==> src/rtl/micro_pkg.sv <==
// Shared definitions for the product-to-BCD display slice: FSM encodings,
// 7-segment patterns and the double-dabble step.
package micro_pkg;

  localparam int PROD_W     = 8;
  localparam int BCD_DIGITS = 3;
  localparam int WORK_W     = BCD_DIGITS * 4 + PROD_W;

  localparam logic [1:0] IDLE  = 2'd0;
  localparam logic [1:0] SHIFT = 2'd1;
  localparam logic [1:0] DONE  = 2'd2;

  localparam logic [6:0] SEG_0     = 7'h3F;
  localparam logic [6:0] SEG_1     = 7'h06;
  localparam logic [6:0] SEG_2     = 7'h5B;
  localparam logic [6:0] SEG_3     = 7'h4F;
  localparam logic [6:0] SEG_4     = 7'h66;
  localparam logic [6:0] SEG_5     = 7'h6D;
  localparam logic [6:0] SEG_6     = 7'h7D;
  localparam logic [6:0] SEG_7     = 7'h07;
  localparam logic [6:0] SEG_8     = 7'h7F;
  localparam logic [6:0] SEG_9     = 7'h6F;
  localparam logic [6:0] SEG_BLANK = 7'h00;
  localparam logic [6:0] SEG_DASH  = 7'h40;

  function automatic logic [3:0] add3(input logic [3:0] n);
    return (n >= 4'd5) ? n + 4'd3 : n;
  endfunction

  // One double-dabble iteration: correct each BCD nibble, then shift left.
  function automatic logic [WORK_W-1:0] dabble_step(input logic [WORK_W-1:0] w);
    logic [WORK_W-1:0] a;
    a = {add3(w[19:16]), add3(w[15:12]), add3(w[11:8]), w[7:0]};
    return {a[WORK_W-2:0], 1'b0};
  endfunction

endpackage

==> src/rtl/seg7_decode.sv <==
// Nibble to active-high {g,f,e,d,c,b,a} pattern, with blanking.
module seg7_decode
  import micro_pkg::*;
(
  input  logic [3:0] nibble,
  input  logic       blank,
  output logic [6:0] seg
);

  always_comb begin
    seg = SEG_DASH;
    if (blank) begin
      seg = SEG_BLANK;
    end else begin
      case (nibble)
        4'd0:    seg = SEG_0;
        4'd1:    seg = SEG_1;
        4'd2:    seg = SEG_2;
        4'd3:    seg = SEG_3;
        4'd4:    seg = SEG_4;
        4'd5:    seg = SEG_5;
        4'd6:    seg = SEG_6;
        4'd7:    seg = SEG_7;
        4'd8:    seg = SEG_8;
        4'd9:    seg = SEG_9;
        default: seg = SEG_DASH;
      endcase
    end
  end

endmodule

==> src/rtl/product_bcd_display.sv <==
// Accepts an 8-bit product, converts it to three BCD digits by sequential
// double-dabble, and scans the held result onto a multiplexed 7-seg display.
//
// state | meaning
// IDLE  | waiting for a product, in_ready high
// SHIFT | one add-3/shift step per cycle, 8 cycles
// DONE  | result just loaded into bcd, out_valid high
module product_bcd_display
  import micro_pkg::*;
#(
  parameter int SCAN_DIV = 1024,
  parameter int BLANK_LZ = 1
) (
  input  logic                    sys_clk,
  input  logic                    sys_rst,
  input  logic                    in_valid,
  input  logic [PROD_W-1:0]       in_data,
  output logic                    in_ready,
  output logic                    out_valid,
  output logic [BCD_DIGITS*4-1:0] bcd,
  output logic [6:0]              seg,
  output logic [2:0]              dig_sel
);

  localparam logic [15:0] PRESC_MAX = 16'(SCAN_DIV - 1);

  logic [1:0]        state;
  logic [WORK_W-1:0] work;
  logic [WORK_W-1:0] work_next;
  logic [2:0]        cnt;
  logic [15:0]       presc;
  logic [3:0]        nib_sel;
  logic              blank_sel;
  logic [6:0]        seg_dec;

  assign in_ready  = (state == IDLE);
  assign work_next = dabble_step(work);

  always_ff @(posedge sys_clk) begin
    if (sys_rst) begin
      state     <= IDLE;
      work      <= '0;
      cnt       <= '0;
      bcd       <= '0;
      out_valid <= 1'b0;
    end else begin
      out_valid <= 1'b0;
      case (state)
        IDLE: begin
          if (in_valid) begin
            work  <= {{(BCD_DIGITS*4){1'b0}}, in_data};
            cnt   <= '0;
            state <= SHIFT;
          end
        end
        SHIFT: begin
          work <= work_next;
          cnt  <= cnt + 3'd1;
          // Final shift: publish the digits on the same edge that enters DONE.
          if (cnt == 3'd7) begin
            bcd       <= work_next[WORK_W-1:PROD_W];
            out_valid <= 1'b1;
            state     <= DONE;
          end
        end
        DONE:    state <= IDLE;
        default: state <= IDLE;
      endcase
    end
  end

  always_ff @(posedge sys_clk) begin
    if (sys_rst) begin
      presc   <= '0;
      dig_sel <= 3'b001;
    end else if (presc == PRESC_MAX) begin
      presc   <= '0;
      dig_sel <= {dig_sel[1:0], dig_sel[2]};
    end else begin
      presc <= presc + 16'd1;
    end
  end

  always_comb begin
    nib_sel   = bcd[3:0];
    blank_sel = 1'b0;
    case (dig_sel)
      3'b010: begin
        nib_sel   = bcd[7:4];
        blank_sel = (BLANK_LZ != 0) && (bcd[11:8] == 4'd0) && (bcd[7:4] == 4'd0);
      end
      3'b100: begin
        nib_sel   = bcd[11:8];
        blank_sel = (BLANK_LZ != 0) && (bcd[11:8] == 4'd0);
      end
      default: begin
        nib_sel   = bcd[3:0];
        blank_sel = 1'b0;
      end
    endcase
  end

  seg7_decode u_seg7_decode (
    .nibble (nib_sel),
    .blank  (blank_sel),
    .seg    (seg_dec)
  );

  always_ff @(posedge sys_clk) begin
    if (sys_rst) seg <= SEG_0;
    else         seg <= seg_dec;
  end

endmodule
==> config.mk <==
export PLATFORM = sky130hd
export DESIGN_NAME = product_bcd_display
export DESIGN_NICKNAME = d
export VERILOG_FILES = /design/src/rtl/micro_pkg.sv /design/src/rtl/seg7_decode.sv /design/src/rtl/product_bcd_display.sv
export SDC_FILE = /design/constraint.sdc
export NUM_CORES = 1
export LEC_CHECK = 0
export BUFFER_PORTS_ARGS = -buffer_cell sky130_fd_sc_hd__buf_2
export CAP_MARGIN = 20
export CORE_MARGIN = 2
export CORE_UTILIZATION = 45
export DETAILED_ROUTE_END_ITERATION = 10
export PLACE_DENSITY = 0.68
export REMOVE_ABC_BUFFERS = 1
export SYNTH_ARGS = -nofsm -noshare
export SYNTH_HDL_FRONTEND = slang
export SYNTH_HIERARCHICAL = 1
export SYNTH_SLANG_ARGS = --single-unit
==> constraint.sdc <==
create_clock -name sys_clk -period 2.79 [get_ports sys_clk]
set_input_delay 0.558 -clock sys_clk [delete_from_list [all_inputs] [get_ports sys_clk]]
set_output_delay 0.558 -clock sys_clk [all_outputs]
set_load 0.1 [all_outputs]
==> out/qor.txt, run 1 <==
Worst-path clk slew = 0.07 ns
crit-path leading delay family = simple AND/OR/NAND/NOR gates
hold path start = presc[0]
final std cells w/o fill = 477
CTS Buffer Depth = 2
Area Growth Syn to Fin = 13.7%
Syn Inst Count = 361
mux cell area share after synthesis = 0.0241
largest family of logic cells by synthesized area = simple AND/OR/NAND/NOR gates
H-tree lvl count = 3
antenna cell count = 0
Tcrit/Tclk final = 0.846
synthesized cell area = 3060 sq um
Cell Rows = 30
Crit Reg-Reg Endpoint = seg[0]
max_slew headroom = 0.528
starting density of the core = 0.458
Simple-Gate Fraction of Synth Area = 0.234
DPL Wire Length = 4.40 mm
Yosys Warn Count = 6
TritonCTS Sinks = 64
overall routing resource usage = 0.186
GR Overflow Total = 0
initial antenna violation count = 0
Peak supply drop = 332 uV
Req. time, crit path = 3.09 ns
largest net degree at the start of global routing = 31
Post-CTS Setup Inserts = 0
worst path bufs/invs = 2
Worst Hold Class = flip-flop to flip-flop
largest cells by area after synthesis = dfxtp_1, nor2_1, ha_1
Main synth FF type = dfxtp_1
DR iter-0 viols = 104
placed insts = 462
clock skew = 0.00767 ns
Fillers = 642
clock root buffer = clkbuf_8
async set or reset register ratio after synthesis = 0
first-pass GRT wire length = 10.9 mm
RSZ-0062 raised after global routing = no
Remaining DRCs = 0
CP Class = flip-flop to flip-flop
WL/cell = 13.4 microns
DR vias/cell = 5.44
EDFF count, synth = 0
RD Place Congestion = 0.835
via count = 2,593
Tightest Pin Transition = 0.707 ns
R2R Path Start = dig_sel[1]
Top-Level Pins = 35
die boundary height = 86.5 microns
Hold Path Depth = 1
final hold viol count = 0
Max Slew Vio Count = 0
CP dominant cell by count = inv_1
post-synth top area share = 0.419
Pwr Total = 1.87 mW
mean post-synth cell area = 8.48 sq um
post-CTS sizing = 0
PortBufs = 34
CTS tree = built
crit path launch type = flip-flop
XOR/XNOR Fraction of Synth Area = 0.0487
area leader, netlist = dfxtp_1
worst skew pair latency = 0.34 ns
Hold-fix buffers, CTS = 0
register area share after synthesis = 0.419
Die W = 86.5 microns
Cell Chain, Critical Path = inv_1 -> nand2_1 -> o22ai_1 -> a21oi_1 -> inv_1 -> ha_1 -> or4_1 -> o31ai_1 -> or2_2
final core occ = 0.521
top-count cell post-synth = dfxtp_1
compound-cell area share of the yosys netlist = 0.165
Synth Register Bits = 64
setup_tns = 0 ns
CP Capture Type = flip-flop
leakage power = 1.29 nW
cts bufs inserted = 9
Post-synth top cells = dfxtp_1, nor2_1, nand2_1
CP peak stage delay = 0.47 ns
die area = 7480 sq um
vias in the first global route = 2,360
post-layout min period = 2.36 ns
reg2reg path depth = 9
Crit-path slowest cell = or4_1
Max Freq = 423 MHz
PwrDens = 539 nW/um^2
nets = 418
Adder-Cell Fraction of Synth Area = 0.0572
Yosys cell types = 45
status = finished, final reports clean
core area = 6680 sq um
Final Setup Violations = 0
Pre-Repair DR Iteration Count = 5
worst hold endpoint = presc[0]
reg2reg setup slack = 0.43 ns
CP Data Arrival Time = 2.66 ns
Antenna Nets Post-Route = 0
routed wire length = 6.40 mm
worst-path maximum fanout = 8
layout cells sized above 1 = 0.174
Max Cap Violations = 0
[metrics by stage]
stage / setup WS [ns] / cell area (sq um) / hold WS [ns]
3_5_place_dp: 0.450 / 3280 / 0.458
5_1_grt: 0.215 / 3480 / 0.468
3_3_place_gp: 0.509 / 3280 / 0.447
2_1_floorplan: -0.113 / 2980 / 0.430
6_report: 0.428 / 3480 / 0.464
4_1_cts: 0.433 / 3480 / 0.455
[how the worst max path moves through the flow]
stage	startpoint	end	slack, ns	cells past startpoint
after detailed placement	bcd[7]	seg[3]	0.45	7
after CTS	bcd[7]	seg[3]	0.43	7
after global routing	dig_sel[1]	seg[0]	0.21	9
after floorplan	dig_sel[1]	seg[0]	-0.11	9
final	dig_sel[1]	seg[0]	0.43	9
after global placement	bcd[7]	seg[3]	0.51	7
[kinds of logic after synthesis]
logic type / Yosys count
AND/OR/NAND/NOR: 145
AO/OA/AOI/OAI: 76
flip-flops: 64
buffers and inverters: 38
XOR/XNOR: 17
adder cells (fa/ha/maj): 14
multiplexers: 7
[sequential cells by signal, summed over array words and instances, names as in the netlist]
| name | flops |
|---|---|
| out_valid | 1 |
| bcd | 12 |
| presc | 16 |
| dig_sel | 3 |
| state | 2 |
| seg | 7 |
| work | 20 |
| cnt | 3 |
[per-layer routing]
metal	global-route usage	routed length [microns]	share of wire	vias up
met1	0.223	2990	0.47	1191
met5	0	0	0	-
li1	-	-	-	1325
met4	0.0724	133	0.021	0
met3	0.0619	348	0.054	15
met2	0.308	2930	0.46	62
[layout make-up]
type / count / area (sq um) / area share
clock inverter: 4 / 70.1 / 0.0201
multi-input combinational: 259 / 1620 / 0.465
inverter: 21 / 78.8 / 0.0226
timing repair buffer: 38 / 200 / 0.0575
sequential: 64 / 1280 / 0.368
tap: 80 / 100 / 0.0288
clock buffer: 11 / 131 / 0.0377
[cell usage in the layout (no fill, tap or decap), types with 5 or more instances in the layout]
cell type  synthesis  final
clkbuf_8           0      9
a311oi_1           8      8
buf_2              5     34
dfxtp_1           64     64
nor4_1             5      5
xnor2_1           16     16
inv_1             20     20
a21oi_1           18     18
nand3_1            7      7
nand3b_1           8      8
or2_2              7      7
nor3_1             9      9
ha_1              14     14
o21ai_0           18     18
nor2_1            50     50
nand2b_1           9      9
nand2_1           29     29
o22ai_1            8      8
[report_power, final]
group          switching, mW  internal [mW]  leakage [nW]
logic                 0.0588         0.0319         0.664
registers             0.0117          0.930         0.519
clock network          0.346          0.496         0.103
total                  0.417           1.46          1.29
(Power assumes the default switching activity.)
==> inputs of run 2 (changes only) <==
--- a/config.mk
+++ b/config.mk
@@ -5,12 +5,13 @@
 export SDC_FILE = /design/constraint.sdc
 export NUM_CORES = 1
 export LEC_CHECK = 0
+export ABC_AREA = 1
 export BUFFER_PORTS_ARGS = -buffer_cell sky130_fd_sc_hd__buf_2
 export CAP_MARGIN = 20
 export CORE_MARGIN = 2
 export CORE_UTILIZATION = 45
 export DETAILED_ROUTE_END_ITERATION = 10
-export PLACE_DENSITY = 0.68
+export PLACE_DENSITY = 0.7
 export REMOVE_ABC_BUFFERS = 1
 export SYNTH_ARGS = -nofsm -noshare
 export SYNTH_HDL_FRONTEND = slang
==> constraint.sdc (replaced) <==
create_clock -name sys_clk -period 1.9 [get_ports sys_clk]
set_input_delay 0.38 -clock sys_clk [delete_from_list [all_inputs] [get_ports sys_clk]]
set_output_delay 0.38 -clock sys_clk [all_outputs]
set_load 0.1 [all_outputs]
==> run 2 against run 1 <==
Global-route usage decreased by 0.074 points. Routed wire length increased by 8.6%. Register-to-register slack got worse by 0.34 ns. First-iteration DRC count decreased by 15%. Die area increased by 4.5%. Count of clock-buffer cells in the layout unchanged. Synthesized cell count increased by 25%. Critical path depth increased by 5. Critical path type unchanged. Highest routed layer unchanged.
==> out/qor.txt, run 2 <==
status = finished, final reports clean
WL/cell = 11.5 microns (-14%)
post-layout min period = 1.82 ns (-0.546 ns)
vias in the first global route = 2,775 (+18%)
sequential share of power = 0.514 (+0.012)
routed wire length = 6.95 mm (+8.6%)
Max Slew Vio Count = 0 (unchanged)
GR Overflow Total = 0 (unchanged)
DR vias/cell = 4.88 (-10%)
final hold viol count = 0 (unchanged)
Tightest Pin Transition = 0.554 ns (-0.153 ns)
CP Capture Type = flip-flop
reg2reg setup slack = 0.08 ns (-0.34 ns)
clock root buffer = clkbuf_8
Main synth FF type = dfxtp_1
max FFs per register = 20 (unchanged)
Worst-path clk slew = 0.07 ns (about the same)
Comb pwr share = 0.055 (+0.007)
worst-path maximum fanout = 4 (-4)
via count = 2,955 (+14%)
RSZ-0062 raised after global routing = yes
register area = 1290 sq um (+0.49%)
Cell Rows = 30 (unchanged)
final core occ = 0.565 (+0.0444)
Syn Inst Count = 452 (+25%)
clock skew = 0.0140 ns (+0.00636 ns)
largest cells by area after synthesis = dfxtp_1, nand2_1, inv_1
TritonCTS Sinks = 64 (unchanged)
layout cells sized above 1 = 0.210 (+0.0360)
Most flops, register = work
first-pass GRT wire length = 11.6 mm (+5.9%)
initial antenna violation count = 0 (unchanged)
Switch Pwr = 0.634 mW (+52%)
register area share after synthesis = 0.400 (-0.0190)
top-count cell post-synth = nand2_1
most frequent cells in the layout = nand2_1, dfxtp_1, inv_1
Area Growth Syn to Fin = 20.5%
DPL Wire Length = 4.97 mm (+13%)
die boundary height = 88.4 microns (+2.2%)
power share of the clock group = 0.431 (-0.018)
Peak supply drop = 568 uV (+71%)
Internal Power = 2.05 mW (+41%)
Max Freq = 551 MHz (+30%)
Tcrit/Tclk final = 0.956 (+0.109)
Switching Share = 0.236 (+0.0138)
Remaining DRCs = 0 (unchanged)
CP Class = flip-flop to flip-flop
Antenna Nets Post-Route = 0 (unchanged)
mean post-synth cell area = 7.09 sq um (-16%)
post-synth top area share = 0.400 (-0.0190)
EDFF count, synth = 0 (unchanged)
cts bufs inserted = 9 (unchanged)
PwrDens = 695 nW/um^2 (+29%)
area leader, netlist = dfxtp_1
CP Data Arrival Time = 2.05 ns (-0.61 ns)
die area = 7810 sq um (+4.5%)
largest net degree at the start of global routing = 33 (+6.5%)
Yosys Warn Count = 6 (unchanged)
overall routing resource usage = 0.185 (-0.000739)
Pwr Total = 2.68 mW (+43%)
Yosys cell types = 31 (-31%)
final worst setup slack = 0.0843 ns (-0.344 ns)
crit path launch type = flip-flop
async set or reset register ratio after synthesis = 0 (unchanged)
Worst Hold Class = input port to flip-flop
nets = 530 (+27%)
H-tree lvl count = 3 (unchanged)
worst skew pair latency = 0.34 ns (about the same)
Post-synth top cells = nand2_1, inv_1, dfxtp_1
setup_tns = 0 ns (unchanged)
Top-Level Pins = 35 (unchanged)
Req. time, crit path = 2.13 ns (-0.96 ns)
leakage power = 1.68 nW (+31%)
Pre-Repair DR Iteration Count = 4 (-1)
max_slew headroom = 0.630 (+0.102)
Hold-fix buffers, CTS = 0 (unchanged)
Die W = 88.4 microns (+2.2%)
Max Cap Violations = 0 (unchanged)
starting density of the core = 0.469 (+0.0112)
RD Place Congestion = 0.810 (-2.9%)
placed insts = 589 (+27%)
core area = 6830 sq um (+2.2%)
antenna cell count = 0 (unchanged)
CTS Buffer Depth = 2 (unchanged)
most common cell after layout, fill and taps aside = nand2_1
top flop regs = work (20), presc (16), bcd (12)
Final Setup Violations = 0 (unchanged)
Fillers = 667 (+3.9%)
Place WS = -0.0180 ns (-0.468 ns)
DR iter-0 viols = 88 (-15%)
synthesized cell area = 3210 sq um (+4.7%)
final std cells w/o fill = 606 (+27%)
Synth Register Bits = 64 (unchanged)
multi-input logic area = 1690 sq um (+4.6%)
PortBufs = 34 (unchanged)
CTS tree = built
run 2: cell count changes after synthesis, moves of 9 or more:
cell      change
xnor2_1      -13
nand3_1      +20
nand2b_1      -9
nand2_1      +83
a21oi_1      +20
inv_1        +45
run 2: path summary, 6_finish.rpt:
kind	end	cells after the start	from
hold / removal	work[0]	3	in_data[0]
setup / recovery	seg[0]	14	dig_sel[2]
setup reg to reg	seg[0]	14	dig_sel[2]
hold reg to reg	work[5]	2	work[5]
run 2: final cells by class:
type                    count  share of cell area
clock buffers              11              0.0366
repair buffers             54              0.0829
flip-flops and latches     64               0.333
multi-input cells         311               0.438
well taps                  96              0.0311
inverters                  65              0.0632
clock inverters             5              0.0146
run 2: power by group through the flow:
| stage | combinational [mW] | clock, mW | sequential, mW |
|---|---|---|---|
| finish | 0.146 | 1.16 | 1.38 |
| global route | 0.165 | 1.24 | 1.38 |
| CTS | 0.148 | 1.19 | 1.38 |
| detailed placement | 0.147 | 0 | 1.41 |
| global placement | 0.143 | 0 | 1.41 |
| floorplan | 0.0923 | 0 | 1.41 |
run 2: stage by stage:
step,hold WS [ns],instance area (sq um)
4_1_cts,0.305,3790
5_1_grt,0.327,3860
3_3_place_gp,0.434,3570
6_report,0.312,3860
2_1_floorplan,0.426,3140
3_5_place_dp,0.441,3570
run 2: what timing repair did:
action | in CTS | in global routing
endpoints found under the setup margin | 1 | 7
hold endpoints to repair | 0 | 0
gates resized for setup | 3 | 21
pin swaps | 0 | 2
buffers inserted | 1 | 0
run 2: logic make-up (layout without fill, tap and decap cells):
kind of cell               Yosys count  in the layout  synth area share
AOI/OAI and AO/OA                   72             72             0.123
and+or+nand+nor                    215            215             0.297
muxes                                3              3           0.00937
DFF                                 64             64             0.400
adders and majority gates           14             14            0.0546
xor gates and xnor gates             7              7            0.0191
buffers and inverters               77            135            0.0968
run 2: per-layer routing:
metal | global-route usage | vias to the layer above | share of wire
li1 | - | 1552 | -
met1 | 0.216 | 1325 | 0.46
met2 | 0.325 | 63 | 0.48
met3 | 0.0504 | 15 | 0.039
met4 | 0.0689 | 0 | 0.018
met5 | 0 | - | 0
run 2: worst max-delay path: stages, from the launching register on:
cell and delay [ns]:
dfxtp_4 0.36, nor2_4 0.11, nand2_2 0.09, nand2_1 0.10
inv_2 0.07, nand2_2 0.07, o221ai_4 0.10, inv_2 0.08
buf_4 0.10, buf_4 0.09, ha_1 0.13, nor2_1 0.04
nor2_1 0.09, nor2_1 0.04, or2_2 0.26
